File: config.mk
export PLATFORM = sky130hd
export DESIGN_NAME = id_ex_stage
export DESIGN_NICKNAME = d
export VERILOG_FILES = /design/src/rtl/mips_pkg.sv /design/src/rtl/ex_fwd_mux.sv /design/src/rtl/id_ex_stage.sv
export SDC_FILE = /design/constraint.sdc
export NUM_CORES = 1
export LEC_CHECK = 0
export ABC_AREA = 1
export BUFFER_PORTS_ARGS = -buffer_cell sky130_fd_sc_hd__buf_2
export CORE_AREA = 2 2 186 97
export DETAILED_ROUTE_END_ITERATION = 7
export DIE_AREA = 0 0 188 99
export PLACE_DENSITY = 0.8
export SLEW_MARGIN = 30
export SYNTH_ARGS = -nofsm -noshare
export SYNTH_HDL_FRONTEND = slang
export SYNTH_SLANG_ARGS = --single-unit
File: constraint.sdc
create_clock -name clk -period 4.8 [get_ports clk]
set_input_delay 0.48 -clock clk [delete_from_list [all_inputs] [get_ports clk]]
set_output_delay 0.48 -clock clk [all_outputs]
set_load 0.01 [all_outputs]
File: src/rtl/mips_pkg.sv
// Shared constants for the MIPS pipeline: ALU opcodes, R-type funct codes,
// ALU class codes and default datapath widths.
package mips_pkg;

    localparam int DW_DEF = 32;
    localparam int RW_DEF = 5;

    localparam logic [2:0] ALU_ADD = 3'b010;
    localparam logic [2:0] ALU_SUB = 3'b110;
    localparam logic [2:0] ALU_AND = 3'b000;
    localparam logic [2:0] ALU_OR  = 3'b001;
    localparam logic [2:0] ALU_SLT = 3'b111;

    localparam logic [5:0] FN_ADD = 6'b100000;
    localparam logic [5:0] FN_SUB = 6'b100010;
    localparam logic [5:0] FN_AND = 6'b100100;
    localparam logic [5:0] FN_OR  = 6'b100101;
    localparam logic [5:0] FN_SLT = 6'b101010;

    localparam logic [1:0] CLS_ADD   = 2'b00;
    localparam logic [1:0] CLS_SUB   = 2'b01;
    localparam logic [1:0] CLS_FUNCT = 2'b10;
    localparam logic [1:0] CLS_RSVD  = 2'b11;

    // Returns {illegal, aluop}; the reserved class quietly behaves as add.
    function automatic logic [3:0] alu_decode(input logic [1:0] cls, input logic [5:0] funct);
        logic [3:0] r;
        r = {1'b0, ALU_ADD};
        if (cls == CLS_SUB) begin
            r = {1'b0, ALU_SUB};
        end else if (cls == CLS_FUNCT) begin
            case (funct)
                FN_ADD:  r = {1'b0, ALU_ADD};
                FN_SUB:  r = {1'b0, ALU_SUB};
                FN_AND:  r = {1'b0, ALU_AND};
                FN_OR:   r = {1'b0, ALU_OR};
                FN_SLT:  r = {1'b0, ALU_SLT};
                default: r = {1'b1, ALU_ADD};
            endcase
        end
        return r;
    endfunction

endpackage

File: src/rtl/ex_fwd_mux.sv
// Forward-select for one EX operand: EX/MEM beats MEM/WB beats the value
// captured from the register file. Register 0 is never forwarded.
module ex_fwd_mux #(
    parameter int DW = 32,
    parameter int RW = 5
) (
    input  logic [RW-1:0] idx,
    input  logic [DW-1:0] reg_data,
    input  logic          exmem_regwrite,
    input  logic [RW-1:0] exmem_rd,
    input  logic [DW-1:0] exmem_result,
    input  logic          memwb_regwrite,
    input  logic [RW-1:0] memwb_rd,
    input  logic [DW-1:0] memwb_result,
    output logic [DW-1:0] data
);

    logic hit_exmem, hit_memwb;

    assign hit_exmem = exmem_regwrite & (exmem_rd != '0) & (exmem_rd == idx);
    assign hit_memwb = memwb_regwrite & (memwb_rd != '0) & (memwb_rd == idx);

    assign data = hit_exmem ? exmem_result :
                  hit_memwb ? memwb_result : reg_data;

endmodule

File: src/rtl/id_ex_stage.sv
// ID/EX pipeline register with registered ALU decode, load-use bubble
// insertion and combinational operand forwarding into EX.
module id_ex_stage
    import mips_pkg::*;
#(
    parameter int DW = DW_DEF,
    parameter int RW = RW_DEF
) (
    input  logic          clk,
    input  logic          rst,
    input  logic          id_valid,
    input  logic [DW-1:0] id_rs_data,
    input  logic [DW-1:0] id_rt_data,
    input  logic [DW-1:0] id_imm,
    input  logic [RW-1:0] id_rs,
    input  logic [RW-1:0] id_rt,
    input  logic [RW-1:0] id_rd,
    input  logic [5:0]    id_funct,
    input  logic [1:0]    id_alu_class,
    input  logic          id_alusrc,
    input  logic          id_regdst,
    input  logic          id_regwrite,
    input  logic          id_memread,
    input  logic          id_memwrite,
    input  logic          id_memtoreg,
    input  logic          exmem_regwrite,
    input  logic [RW-1:0] exmem_rd,
    input  logic [DW-1:0] exmem_result,
    input  logic          memwb_regwrite,
    input  logic [RW-1:0] memwb_rd,
    input  logic [DW-1:0] memwb_result,
    input  logic          flush,
    input  logic          hold,
    output logic          stall_out,
    output logic          ex_valid,
    output logic [DW-1:0] ex_in1,
    output logic [DW-1:0] ex_in2,
    output logic [2:0]    ex_aluop,
    output logic [DW-1:0] ex_store_data,
    output logic [RW-1:0] ex_wreg,
    output logic          ex_regwrite,
    output logic          ex_memread,
    output logic          ex_memwrite,
    output logic          ex_memtoreg,
    output logic          ex_illegal
);

    logic          valid_q, valid_d;
    logic [DW-1:0] rs_data_q, rs_data_d, rt_data_q, rt_data_d, imm_q, imm_d;
    logic [RW-1:0] rs_q, rs_d, rt_q, rt_d, wreg_q, wreg_d;
    logic [2:0]    aluop_q, aluop_d;
    logic          illegal_q, illegal_d, alusrc_q, alusrc_d;
    logic          regwrite_q, regwrite_d, memread_q, memread_d;
    logic          memwrite_q, memwrite_d, memtoreg_q, memtoreg_d;

    logic          load_use;
    logic [3:0]    dec;
    logic [DW-1:0] fwd_rs, fwd_rt;

    assign load_use = valid_q & memread_q & (wreg_q != '0) & id_valid &
                      ((wreg_q == id_rs) | (wreg_q == id_rt));
    assign stall_out = (hold | load_use) & ~flush;
    assign dec       = alu_decode(id_alu_class, id_funct);

    always_comb begin
        valid_d    = valid_q;
        rs_data_d  = rs_data_q;
        rt_data_d  = rt_data_q;
        imm_d      = imm_q;
        rs_d       = rs_q;
        rt_d       = rt_q;
        wreg_d     = wreg_q;
        aluop_d    = aluop_q;
        illegal_d  = illegal_q;
        alusrc_d   = alusrc_q;
        regwrite_d = regwrite_q;
        memread_d  = memread_q;
        memwrite_d = memwrite_q;
        memtoreg_d = memtoreg_q;
        // A bubble looks exactly like the reset state.
        if (flush || (!hold && load_use)) begin
            valid_d    = 1'b0;
            rs_data_d  = '0;
            rt_data_d  = '0;
            imm_d      = '0;
            rs_d       = '0;
            rt_d       = '0;
            wreg_d     = '0;
            aluop_d    = ALU_ADD;
            illegal_d  = 1'b0;
            alusrc_d   = 1'b0;
            regwrite_d = 1'b0;
            memread_d  = 1'b0;
            memwrite_d = 1'b0;
            memtoreg_d = 1'b0;
        end else if (!hold) begin
            valid_d    = id_valid;
            rs_data_d  = id_rs_data;
            rt_data_d  = id_rt_data;
            imm_d      = id_imm;
            rs_d       = id_rs;
            rt_d       = id_rt;
            wreg_d     = id_regdst ? id_rd : id_rt;
            aluop_d    = dec[2:0];
            illegal_d  = dec[3] & id_valid;
            alusrc_d   = id_alusrc;
            regwrite_d = id_regwrite;
            memread_d  = id_memread;
            memwrite_d = id_memwrite;
            memtoreg_d = id_memtoreg;
        end
    end

    always_ff @(posedge clk or posedge rst) begin
        if (rst) begin
            valid_q    <= 1'b0;
            rs_data_q  <= '0;
            rt_data_q  <= '0;
            imm_q      <= '0;
            rs_q       <= '0;
            rt_q       <= '0;
            wreg_q     <= '0;
            aluop_q    <= ALU_ADD;
            illegal_q  <= 1'b0;
            alusrc_q   <= 1'b0;
            regwrite_q <= 1'b0;
            memread_q  <= 1'b0;
            memwrite_q <= 1'b0;
            memtoreg_q <= 1'b0;
        end else begin
            valid_q    <= valid_d;
            rs_data_q  <= rs_data_d;
            rt_data_q  <= rt_data_d;
            imm_q      <= imm_d;
            rs_q       <= rs_d;
            rt_q       <= rt_d;
            wreg_q     <= wreg_d;
            aluop_q    <= aluop_d;
            illegal_q  <= illegal_d;
            alusrc_q   <= alusrc_d;
            regwrite_q <= regwrite_d;
            memread_q  <= memread_d;
            memwrite_q <= memwrite_d;
            memtoreg_q <= memtoreg_d;
        end
    end

    ex_fwd_mux #(.DW(DW), .RW(RW)) u_fwd_rs (
        .idx(rs_q), .reg_data(rs_data_q),
        .exmem_regwrite(exmem_regwrite), .exmem_rd(exmem_rd), .exmem_result(exmem_result),
        .memwb_regwrite(memwb_regwrite), .memwb_rd(memwb_rd), .memwb_result(memwb_result),
        .data(fwd_rs)
    );

    ex_fwd_mux #(.DW(DW), .RW(RW)) u_fwd_rt (
        .idx(rt_q), .reg_data(rt_data_q),
        .exmem_regwrite(exmem_regwrite), .exmem_rd(exmem_rd), .exmem_result(exmem_result),
        .memwb_regwrite(memwb_regwrite), .memwb_rd(memwb_rd), .memwb_result(memwb_result),
        .data(fwd_rt)
    );

    assign ex_valid      = valid_q;
    assign ex_in1        = fwd_rs;
    assign ex_in2        = alusrc_q ? imm_q : fwd_rt;
    assign ex_store_data = fwd_rt;
    assign ex_aluop      = aluop_q;
    assign ex_wreg       = wreg_q;
    assign ex_regwrite   = regwrite_q;
    assign ex_memread    = memread_q;
    assign ex_memwrite   = memwrite_q;
    assign ex_memtoreg   = memtoreg_q;
    assign ex_illegal    = illegal_q;

endmodule
Yosys cells after proc, flatten, opt, wreduce, memory -nomap -nowiden
Index checks and enable logic that the tools add are counted.
{ "word_totals": {"ff_bits": 121} }
{ "classes": {"n_eq_ne": 14, "mux": 37, "bitwise": 15, "n_reduce_logical": 6} }
{ "ops": {"columns": ["cell", "count"], "rows": [
  ["32-bit 2-to-1 mux", 11],
  ["5-bit 2-to-1 mux", 7],
  ["5-bit == test", 6],
  ["6-bit == test, second input constant", 5],
  ["4-bit one-hot mux with 5 select lines", 1],
  ["5-bit nonzero test", 3],
  ["1-bit 2-to-1 mux", 14],
  ["1-bit bitwise AND", 12],
  ["4-bit 2-to-1 mux", 2],
  ["3-bit 2-to-1 mux", 2],
  ["2-bit by 1-bit == test with 1-bit output, second input constant", 1],
  ["2-bit == test, second input constant", 1],
  ["2-bit by 1-bit != test with 1-bit output, second input constant", 1],
  ["1-bit bitwise OR", 2],
  ["1-bit logical AND", 1],
  ["1-bit zero test", 1],
  ["1-bit logical OR", 1],
  ["1-bit NOT", 1]
]} }

Longest topological paths before layout
Gate-level depths: netlist of run 1.
{ "depth": {"depth_word": 7, "depth_mapped": 11} }

By module
From an unflattened synthesis of run 1, not the netlist that was laid out.
{ "unflattened": {"cells_unflattened": 1247, "hier_area_um2": 8931.1} }
{ "modules_own_cells": {"columns": ["mod", "n_inst", "cells_per_inst", "area_per_inst_um2"], "rows": [
  ["id_ex_stage", 1, 651, 6098.3],
  ["ex_fwd_mux", 2, 298, 1416.4]
]} }

Least setup slack after synthesis of run 1
OpenSTA, ideal clock, no wires.
{ "synth_path": {"path_type": "input to output", "from": "input port exmem_rd[2]", "to": "output port ex_in1[10]", "arrival_time_ns": 1.560, "setup_slack_ns": 2.760, "path_stages": 8, "path_buffers": 1, "path_cell_list": "nor2_1 nand2_1 o21ai_0 nor3_1 nand2_1 clkbuf_1 nand3_1 nand2_1"} }
{ "synth_between": {"elab_chain_len": 4} }
{ "synth_rtl": {"columns": ["item", "line_no", "source"], "rows": [
  ["start: declaration", "id_ex_stage.sv:27", "input logic [RW-1:0] exmem_rd,"],
  ["5-bit nonzero test", "ex_fwd_mux.sv:20", "assign hit_exmem = exmem_regwrite & (exmem_rd != '0) & (exmem_rd == idx);"],
  ["1-bit bitwise AND", "ex_fwd_mux.sv:20", null],
  ["1-bit bitwise AND (*)", "ex_fwd_mux.sv:20", null],
  ["32-bit 2-to-1 mux (*)", "ex_fwd_mux.sv:23", "assign data = hit_exmem ? exmem_result :"],
  ["end: declaration", "id_ex_stage.sv:36", "output logic [DW-1:0] ex_in1,"]
]} }
Every way passes the cells marked *; elsewhere a longest branch is shown, timed or not.

Worst setup path in the final report of run 1
{ "layout_path": {"from": "register rt_q[0]", "to": "output port ex_store_data[2]"} }
{ "layout_between": {"elab_chain_len": 4} }
{ "layout_rtl": {"columns": ["item", "line_no", "source"], "rows": [
  ["start: declaration", "id_ex_stage.sv:50", "logic [RW-1:0] rs_q, rs_d, rt_q, rt_d, wreg_q, wreg_d;"],
  ["start signal: assignment", "id_ex_stage.sv:136", "rt_q <= rt_d;"],
  ["5-bit == test", "ex_fwd_mux.sv:21", "assign hit_memwb = memwb_regwrite & (memwb_rd != '0) & (memwb_rd == idx);"],
  ["1-bit bitwise AND", "ex_fwd_mux.sv:21", null],
  ["32-bit 2-to-1 mux", "ex_fwd_mux.sv:24", "hit_memwb ? memwb_result : reg_data;"],
  ["32-bit 2-to-1 mux (*)", "ex_fwd_mux.sv:23", null],
  ["end: declaration", "id_ex_stage.sv:39", "output logic [DW-1:0] ex_store_data,"]
]} }
Marks and branches as above.

==> results of run 1 <==
-- how the worst max path moves through the flow --
stage                            from               end  depth (start not counted)  slack, ns
after global routing          rt_q[0]         ex_in2[6]                         11       1.09
after floorplan                   rst          alusrc_q                          1       1.11
after CTS                     rt_q[0]  ex_store_data[8]                         10       1.36
after detailed placement  memwb_rd[1]  ex_store_data[2]                         12       1.60
final                         rt_q[0]  ex_store_data[2]                         10       1.31
after global placement    memwb_rd[1]         ex_in1[5]                         11       1.34
-- layout make-up --
| type | count | area, um^2 | share of cell area (%) |
|---|---|---|---|
| multi-input cells | 950 | 4370 | 41.1 |
| flip-flops and latches | 121 | 3030 | 28.5 |
| repair buffers | 333 | 1710 | 16.1 |
| inverters | 167 | 634 | 5.97 |
| clock buffers | 20 | 457 | 4.30 |
| well taps | 234 | 293 | 2.75 |
| clock inverters | 9 | 125 | 1.18 |
| diodes | 4 | 10.0 | 0.0942 |
-- layer usage --
metal	GRT usage, %	vias to the layer above	wire length, um
li1	-	4559	-
met1	46.5	4376	13100
met2	48.8	593	13200
met3	9.65	42	3960
met4	8.72	4	381
met5	0	-	21
-- stage by stage --
step / total power [mW] / setup WS, ns / instance area, um^2 / instances
floorplan: 1.52 / 1.11 / 8320 / 1316
global placement: 1.81 / 1.34 / 10000 / 1805
detailed placement: 1.82 / 1.60 / 10000 / 1805
CTS: 3.10 / 1.36 / 10600 / 1834
global route: 3.23 / 1.09 / 10600 / 1837
finish: 3.10 / 1.31 / 10600 / 1838
-- cell usage after synthesis --
master	n
sky130_fd_sc_hd__dfstp_2	1
sky130_fd_sc_hd__nand4_1	6
sky130_fd_sc_hd__and2_1	32
sky130_fd_sc_hd__nor2_1	140
sky130_fd_sc_hd__buf_4	7
sky130_fd_sc_hd__o21ai_0	48
sky130_fd_sc_hd__o21ai_2	1
sky130_fd_sc_hd__o211ai_1	1
sky130_fd_sc_hd__dfrtp_1	120
sky130_fd_sc_hd__nand2_1	483
sky130_fd_sc_hd__inv_1	166
sky130_fd_sc_hd__buf_1	6
sky130_fd_sc_hd__clkbuf_1	46
sky130_fd_sc_hd__buf_2	19
sky130_fd_sc_hd__xor2_1	18
sky130_fd_sc_hd__o22ai_1	4
sky130_fd_sc_hd__nor3_1	1
sky130_fd_sc_hd__xnor2_1	9
sky130_fd_sc_hd__inv_2	1
sky130_fd_sc_hd__nor3_2	2
sky130_fd_sc_hd__nand2_2	1
sky130_fd_sc_hd__nor2_2	1
sky130_fd_sc_hd__a211oi_1	1
sky130_fd_sc_hd__o2111ai_1	1
sky130_fd_sc_hd__nand3b_1	65
sky130_fd_sc_hd__nand3_1	136
-- cells by family after synthesis --
family          after synthesis  share of synthesized area [%]
compound gates               56                           3.58
xor+xnor                     27                           2.84
buf+inv                     245                           11.7
flops                       121                           36.4
simple gates                867                           45.5
-- registers in the layout, summed over array words and instances (netlist names) --
name	flops
ex_memtoreg	1
rs_data_q	32
ex_wreg	5
ex_memread	1
ex_aluop	3
alusrc_q	1
ex_illegal	1
rt_data_q	32
rt_q	5
ex_regwrite	1
ex_memwrite	1
ex_valid	1
imm_q	32
rs_q	5
-- cells in the final DEF (no fill, tap or decap), types with 3 or more instances in the layout --
cell type / synthesis / routed
sky130_fd_sc_hd__nand2_1: 483 / 482
sky130_fd_sc_hd__buf_2: 19 / 316
sky130_fd_sc_hd__inv_1: 166 / 163
sky130_fd_sc_hd__nor2_1: 140 / 136
sky130_fd_sc_hd__nand3_1: 136 / 136
sky130_fd_sc_hd__dfrtp_1: 120 / 120
sky130_fd_sc_hd__nand3b_1: 65 / 65
sky130_fd_sc_hd__o21ai_0: 48 / 48
sky130_fd_sc_hd__and2_1: 32 / 32
sky130_fd_sc_hd__xor2_1: 18 / 18
sky130_fd_sc_hd__clkbuf_16: 0 / 17
sky130_fd_sc_hd__buf_4: 7 / 17
sky130_fd_sc_hd__xnor2_1: 9 / 9
sky130_fd_sc_hd__nand4_1: 6 / 6
sky130_fd_sc_hd__nor2_4: 0 / 5
sky130_fd_sc_hd__diode_2: 0 / 4
sky130_fd_sc_hd__o22ai_1: 4 / 4
sky130_fd_sc_hd__clkinv_2: 0 / 4
sky130_fd_sc_hd__bufinv_16: 0 / 3
-- worst max-delay path: stages (launching register included) --
cell and delay [ns]:
sky130_fd_sc_hd__dfrtp_1 0.44, sky130_fd_sc_hd__xnor2_1 0.18, sky130_fd_sc_hd__nand3_1 0.12, sky130_fd_sc_hd__nor2_4 0.09, sky130_fd_sc_hd__buf_4 0.39, sky130_fd_sc_hd__nand2_1 0.45, sky130_fd_sc_hd__buf_4 0.37, sky130_fd_sc_hd__nand2_1 0.10
sky130_fd_sc_hd__nand3_1 0.13, sky130_fd_sc_hd__and2_1 0.19, sky130_fd_sc_hd__buf_2 0.13
-- power groups by stage --
stage / clock network (mW) / registers (mW) / logic (mW)
3_3_place_gp: 0 / 1.13 / 0.674
6_report: 1.28 / 1.12 / 0.696
3_5_place_dp: 0 / 1.13 / 0.683
4_1_cts: 1.29 / 1.12 / 0.688
5_1_grt: 1.34 / 1.12 / 0.768
2_1_floorplan: 0 / 1.13 / 0.388
==> summary.md, run 1 <==
The flow ran to the end, and the final reports show no timing, DRC or antenna violations. The maximum clock frequency came out at 286 MHz. In this run, flip-flops and latches consume 36.1% of the power.

Net switching component of the power: 932 uW. The logs give 0 for the number of buffers inserted by hold repair at cts and 36.4% for the proportion of synthesized chip area in sequential cells. In the post-synthesis netlist, the biggest area contributors are sky130_fd_sc_hd__dfrtp_1 36%, sky130_fd_sc_hd__nand2_1 22%, sky130_fd_sc_hd__nand3_1 8.2%.

The ratio of routed vias to standard cells was 5.21. The clock net sink count is 121, and the number of slew-limit violations in the final report is 0. The tools report the terminus of the critical flop-to-flop path as imm_q[13]. CTS built an H-tree with a depth of 4. The synthesized flop and latch total came out at 121. Cells fill 62.6% of the core in the end.

Buffers added to address setup during post-CTS repair amount to 0. The run gives 0 ns as the final-layout setup total negative slack. Entering global routing, the biggest net connects 102 pins. The logs give 32.8% for the overall track demand over capacity in global routing and 41.5% for the part of the total power dissipated in the clock network.

Fill cells in the final layout number 1620. The core region is 0.0170 mm^2. Launch point of the worst reg-to-reg path: ex_wreg[2]. The number of buffers inserted by port buffering was 316. The class of the most critical hold timing path was in2async. For the number of global-route vias before repair, the log shows 8919. In this run, distinct cell masters in the synthesized netlist total 26. The final setup violation count is 0. The total nets after synthesis is 1522. Path type of the worst setup path: reg2out. The clock arrives with 0.0132 ns of skew. The initial antenna violation count is 6, and the proportion of total power due to net switching is 30.1%.

Combinational logic burns 22.4% of the power. In the final design database the tool counted 1796 nets. The synthesis-to-layout area growth is 27.9%.

The source-to-sink clock delay at the later pin of the worst-skew pair is 0.41 ns. The die boundary width is 188 um, and the post-synthesis cell count is 1316. The longest clock path from root to sink contains 2 buffers. The final critical path takes up 72.7% of the cycle. Clock tree synthesis selected as its root buffer the cell sky130_fd_sc_hd__clkbuf_16. For this design the top-level I/O count stands at 317. The tools report the final-report hold violation count as 0. After clock tree synthesis, the clock-pin slew on the worst setup and hold paths is 0.06 ns.

In the final layout, the share of cells above drive strength 1 is 23.5%. The internal power of the cells totals 2.17 mW. The mapped netlist covers 0.00832 mm^2.

The tools report the final HPWL from detailed placement as 21.1 mm. Detailed routing inserted a total of 9574 vias. The synthesized area per cell was 6.32 um^2; the reported max-cap violation count was 0. The first detailed-routing pass took 6 iterations.

The DRC violation count after routing is 0. The power density over the cells was 291 mW/mm^2; the remaining max-slew budget at the tightest pin was 33.9%. Setup repair after global routing left no endpoint under its margin. The worst register-to-register path has a setup slack of 2.59 ns. Yosys printed 0 warnings. TritonCTS built the clock tree. The analysis attributes to cell leakage a power of 6.38 nW. The slew at the pin with the worst max-slew slack is 0.991 ns. The cell row count is 34, and the total of cells resized after clock tree synthesis is 0. In this run the vertical extent of the chip is 99 um. sky130_fd_sc_hd__dfrtp_1 takes more of the synthesized area than any other cell. Required time reported for the critical path endpoint: 4.32 ns. The tools report the smallest hold slack as 0.148 ns.

Wires add up to 30.6 mm. The total overflow left after global routing is 0. STA classifies the critical path endpoint as an output pin.

STA classifies the critical path startpoint as a flop. For this configuration, the core starts out at a cell density of 49.0%. After detailed routing, the average wire length per cell comes to 16.7 um. Routability-driven placement finished with a final weighted congestion of 0.947. The die covers 0.0186 mm^2.

The first global-routing pass estimated 47.3 mm of wire. The synthesized design devotes to its leading area cell type 36.1% of total area. For the worst setup path, the data arrival time is 3.01 ns. Maximum ir drop on the vdd rail: 252 uV. The number of clock buffers added by TritonCTS is 17.

The first routing iteration left 880 violations. Measured in cells, the most critical reg-to-reg path has a length of 8. The largest fanout on the critical path was 33. Subtracting the final worst setup slack from the clock period gives 3.49 ns. The count of nets left with antenna violations once routing finished came out at 0.
No activity file was read; power rests on OpenSTA's default activity.
==> run 2, diff against run 1 <==
==> constraint.sdc (replaced) <==
create_clock -name clk -period 3.6 [get_ports clk]
set_input_delay 0.36 -clock clk [delete_from_list [all_inputs] [get_ports clk]]
set_output_delay 0.36 -clock clk [all_outputs]
set_load 0.01 [all_outputs]
==> summary.md, run 2 (synthesis results as in run 1) <==
The routed length per placed instance is 16.3 um (-2.2%). The tools report the filler cell count as 1605 (-0.93%). The largest fanout on the critical path is 22 (-33%). The number of cell instances on the worst register-to-register path works out to 8 (unchanged).

The tools report the final-layout setup total negative slack as 0 ns (unchanged). The number of top-level design ports is 317 (unchanged). The number of slew-limit violations in the final report was 0 (unchanged).

The leakage component of the power was 6.42 nW (+0.69%); the source-to-sink clock delay at the later pin of the worst-skew pair was 0.41 ns (about the same). The total congestion overflow is 0 (unchanged). For the smallest hold slack, the log shows 0.101 ns (-0.0475 ns). The slew at the pin with the worst max-slew slack works out to 1.01 ns (+0.0216 ns). The synthesis-to-layout area growth works out to 29.0%. Critical path's top delay family: buffers and inverters. The run gives 0 (unchanged) as the remaining antenna violation count after routing.

The register-to-register path setup slack was 1.40 ns (-1.19 ns). The top cell types in the final layout, fill and taps aside, are 483 x sky130_fd_sc_hd__nand2_1, 316 x sky130_fd_sc_hd__buf_2, 163 x sky130_fd_sc_hd__inv_1, 136 x sky130_fd_sc_hd__nor2_1, 136 x sky130_fd_sc_hd__nand3_1. Dividing the final minimum period by the clock period gives 88.6%. The logs give 32.3% (-0.41 points) for the overall track demand over capacity in global routing and 85 (-17%) for the largest net degree at the start of global routing. The logs give 21.1 mm (-0.16%) for the final HPWL from detailed placement and 17 (unchanged) for the CTS buffer count. The number of stages on the worst setup path works out to 11 (+1). TritonCTS built the clock tree.

The worst path buffer plus inverter count is 4 (+1), and the via total after detailed routing is 9572 (-0.021%). The DRC violation count after routing was 0 (unchanged). For the power share of the sequential group, the log shows 35.0% (-1.1 points). The tools report the launch point of the worst reg-to-reg path as ex_wreg[2].

Core box area: 0.0170 mm^2 (unchanged). The tools report the required time reported for the critical path endpoint as 3.24 ns (-1.08 ns). Tracing the worst setup path back leads to its startpoint at exmem_rd[0]. Number of buffers inserted by port buffering: 316 (unchanged). The clock-pin slew on the worst setup and hold paths is 0.06 ns (about the same), and the net switching component of the power is 1.29 mW (+39%). The tools report the H-tree depth reported by CTS as 4 (unchanged). Setup repair after global routing left no endpoint under its margin.

The cell row count is 34 (unchanged). In this run the clock root is driven by a sky130_fd_sc_hd__clkbuf_16. The wire length reported by the detailed router was 30.1 mm (-1.8%); the remaining max-slew budget at the tightest pin was 32.1% (-1.9 points). The run finished with clean final reports. The die boundary width works out to 188 um (unchanged).

STA classifies the critical path startpoint as an input port. Among all stages on the critical path, the largest delay is contributed by sky130_fd_sc_hd__clkinv_1. The most critical setup path has its endpoint at ex_in1[3]. The internal power summed over all cells came out at 2.97 mW (+37%). The wire length of the first global-routing pass was 47.1 mm (-0.45%); the power density over the cells was 397 mW/mm^2 (+36%). For the multi-input gate area in the final layout, the log shows 0.00437 mm^2 (about the same). For the total die area, the log shows 0.0186 mm^2 (unchanged). The tools report the total of cells resized after clock tree synthesis as 0 (unchanged). Post-CTS setup-driven buffer insertion count: 0 (unchanged). The worst setup path is of the in2out kind. The maximum ir drop on the vdd rail is 283 uV (+12%). The critical path capture point type was an output pin. The final setup violation count is 0 (unchanged). The maximum buffer depth of the clock tree was 2 (unchanged); the share of final-layout standard cells stronger than drive strength 1 was 23.8% (+0.26 points). The run gives 0 (unchanged) as the number of buffers inserted by hold repair at cts. The fraction of power consumed by combinational cells is 21.8% (-0.6 points), and the part of the total power dissipated in the clock network is 43.2% (+1.7 points). The largest registers in the layout are imm_q (32), rs_data_q (32), rt_data_q (32). The number of nets in the finished design is 1801 (+0.28%), and the area of all sequential standard cells is 0.00303 mm^2 (unchanged). The proportion of total power due to net switching was 30.3% (+0.26 points); the first-pass iteration count of the detailed router was 8 (+2).

Walking the worst path, the cells encountered are buf_2 > nor2_1 > nand2_1 > o21ai_0 > nor3_1 > nand2_1 > clkinv_1 > buf_4 > nand2_1 > nand2_1 > buf_2. The cell type with the highest occurrence count on the critical path is sky130_fd_sc_hd__nand2_1. The delay contributed by the slowest stage of the critical path was 0.78 ns (+0.33 ns); the ratio of routed vias to standard cells was 5.19 (-0.45%). The library cell used most frequently in the layout, excluding fill and tap cells, is sky130_fd_sc_hd__nand2_1.

Based on the critical path, the design can be clocked at up to 314 MHz. Class of the most critical hold timing path: in2async. The initial DRC count is 952 (+8.2%).

The critical path data arrival time was 2.83 ns (-0.18 ns); the die span in y was 99 um (unchanged). The logs give 0 (unchanged) for the reported max-cap violation count and 5 (-1) for the initial antenna violation count. The logs give 0.0196 ns (+0.00641 ns) for the worst clock skew on the final layout and 49.0% (unchanged) for the starting density of the core. Terminus of the critical flop-to-flop path: rs_data_q[11]. For the final weighted congestion of routability-driven global placement, the log shows 0.941 (-0.61%). The run gives 0 (unchanged) as the final-report hold violation count. The tools report the clock net sink count as 121 (unchanged). Number of global-route vias before repair: 9004 (+0.95%). The post-route minimum period came out at 3.19 ns.
[run 2: how the worst min path moves through the flow]
stage	to	cells past startpoint	slack, ns	from
floorplan	ex_aluop[1]	2	0.50	ex_aluop[1]
CTS	imm_q[23]	2	0.12	rst
global route	imm_q[23]	2	0.16	rst
finish	imm_q[23]	2	0.10	rst
global placement	ex_illegal	2	0.46	ex_illegal
detailed placement	ex_illegal	2	0.48	ex_illegal
[run 2: worst reg2reg max path, cell delays in order, from the launching register on]
cell and delay, ns:
sky130_fd_sc_hd__dfrtp_1 0.46, sky130_fd_sc_hd__xor2_1 0.19, sky130_fd_sc_hd__nor2_1 0.17, sky130_fd_sc_hd__nand3_1 0.11, sky130_fd_sc_hd__nand2_1 0.11, sky130_fd_sc_hd__nand2_2 0.12
sky130_fd_sc_hd__o21ai_4 0.18, sky130_fd_sc_hd__buf_4 0.56, sky130_fd_sc_hd__nor2_1 0.14
[run 2: stage by stage]
step	setup WS (ns)	total power, mW	area [um^2]	instances	util (%)
floorplan	0.0275	2.02	8320	1316	-
global placement	0.936	2.41	10100	1810	59.4
detailed placement	0.866	2.42	10100	1810	59.4
CTS	0.566	4.26	10700	1842	63.2
global route	0.246	4.46	10700	1845	63.2
finish	0.412	4.26	10700	1846	63.2
[run 2: area by class of cell]
class | count | area share [%]
inverter | 167 | 5.89
multi-input combinational | 950 | 40.7
clock buffer | 19 | 4.13
sequential | 121 | 28.2
clock inverter | 13 | 1.80
antenna | 4 | 0.0933
timing repair buffer | 338 | 16.4
tap | 234 | 2.73
[run 2: power groups by stage]
stage | combinational, mW | clock [mW] | sequential, mW
2_1_floorplan | 0.518 | 0 | 1.50
3_3_place_gp | 0.899 | 0 | 1.51
3_5_place_dp | 0.912 | 0 | 1.51
4_1_cts | 0.918 | 1.86 | 1.49
5_1_grt | 1.03 | 1.94 | 1.50
6_report | 0.929 | 1.84 | 1.49
[run 2: routing by layer]
| layer | part of all wire, % | GRT usage [%] | vias up |
|---|---|---|---|
| met5 | 0.023 | 0 | - |
| met4 | 1.4 | 8.84 | 2 |
| met3 | 13 | 8.73 | 40 |
| met2 | 43 | 49.8 | 556 |
| met1 | 42 | 45.1 | 4387 |
| li1 | - | - | 4587 |
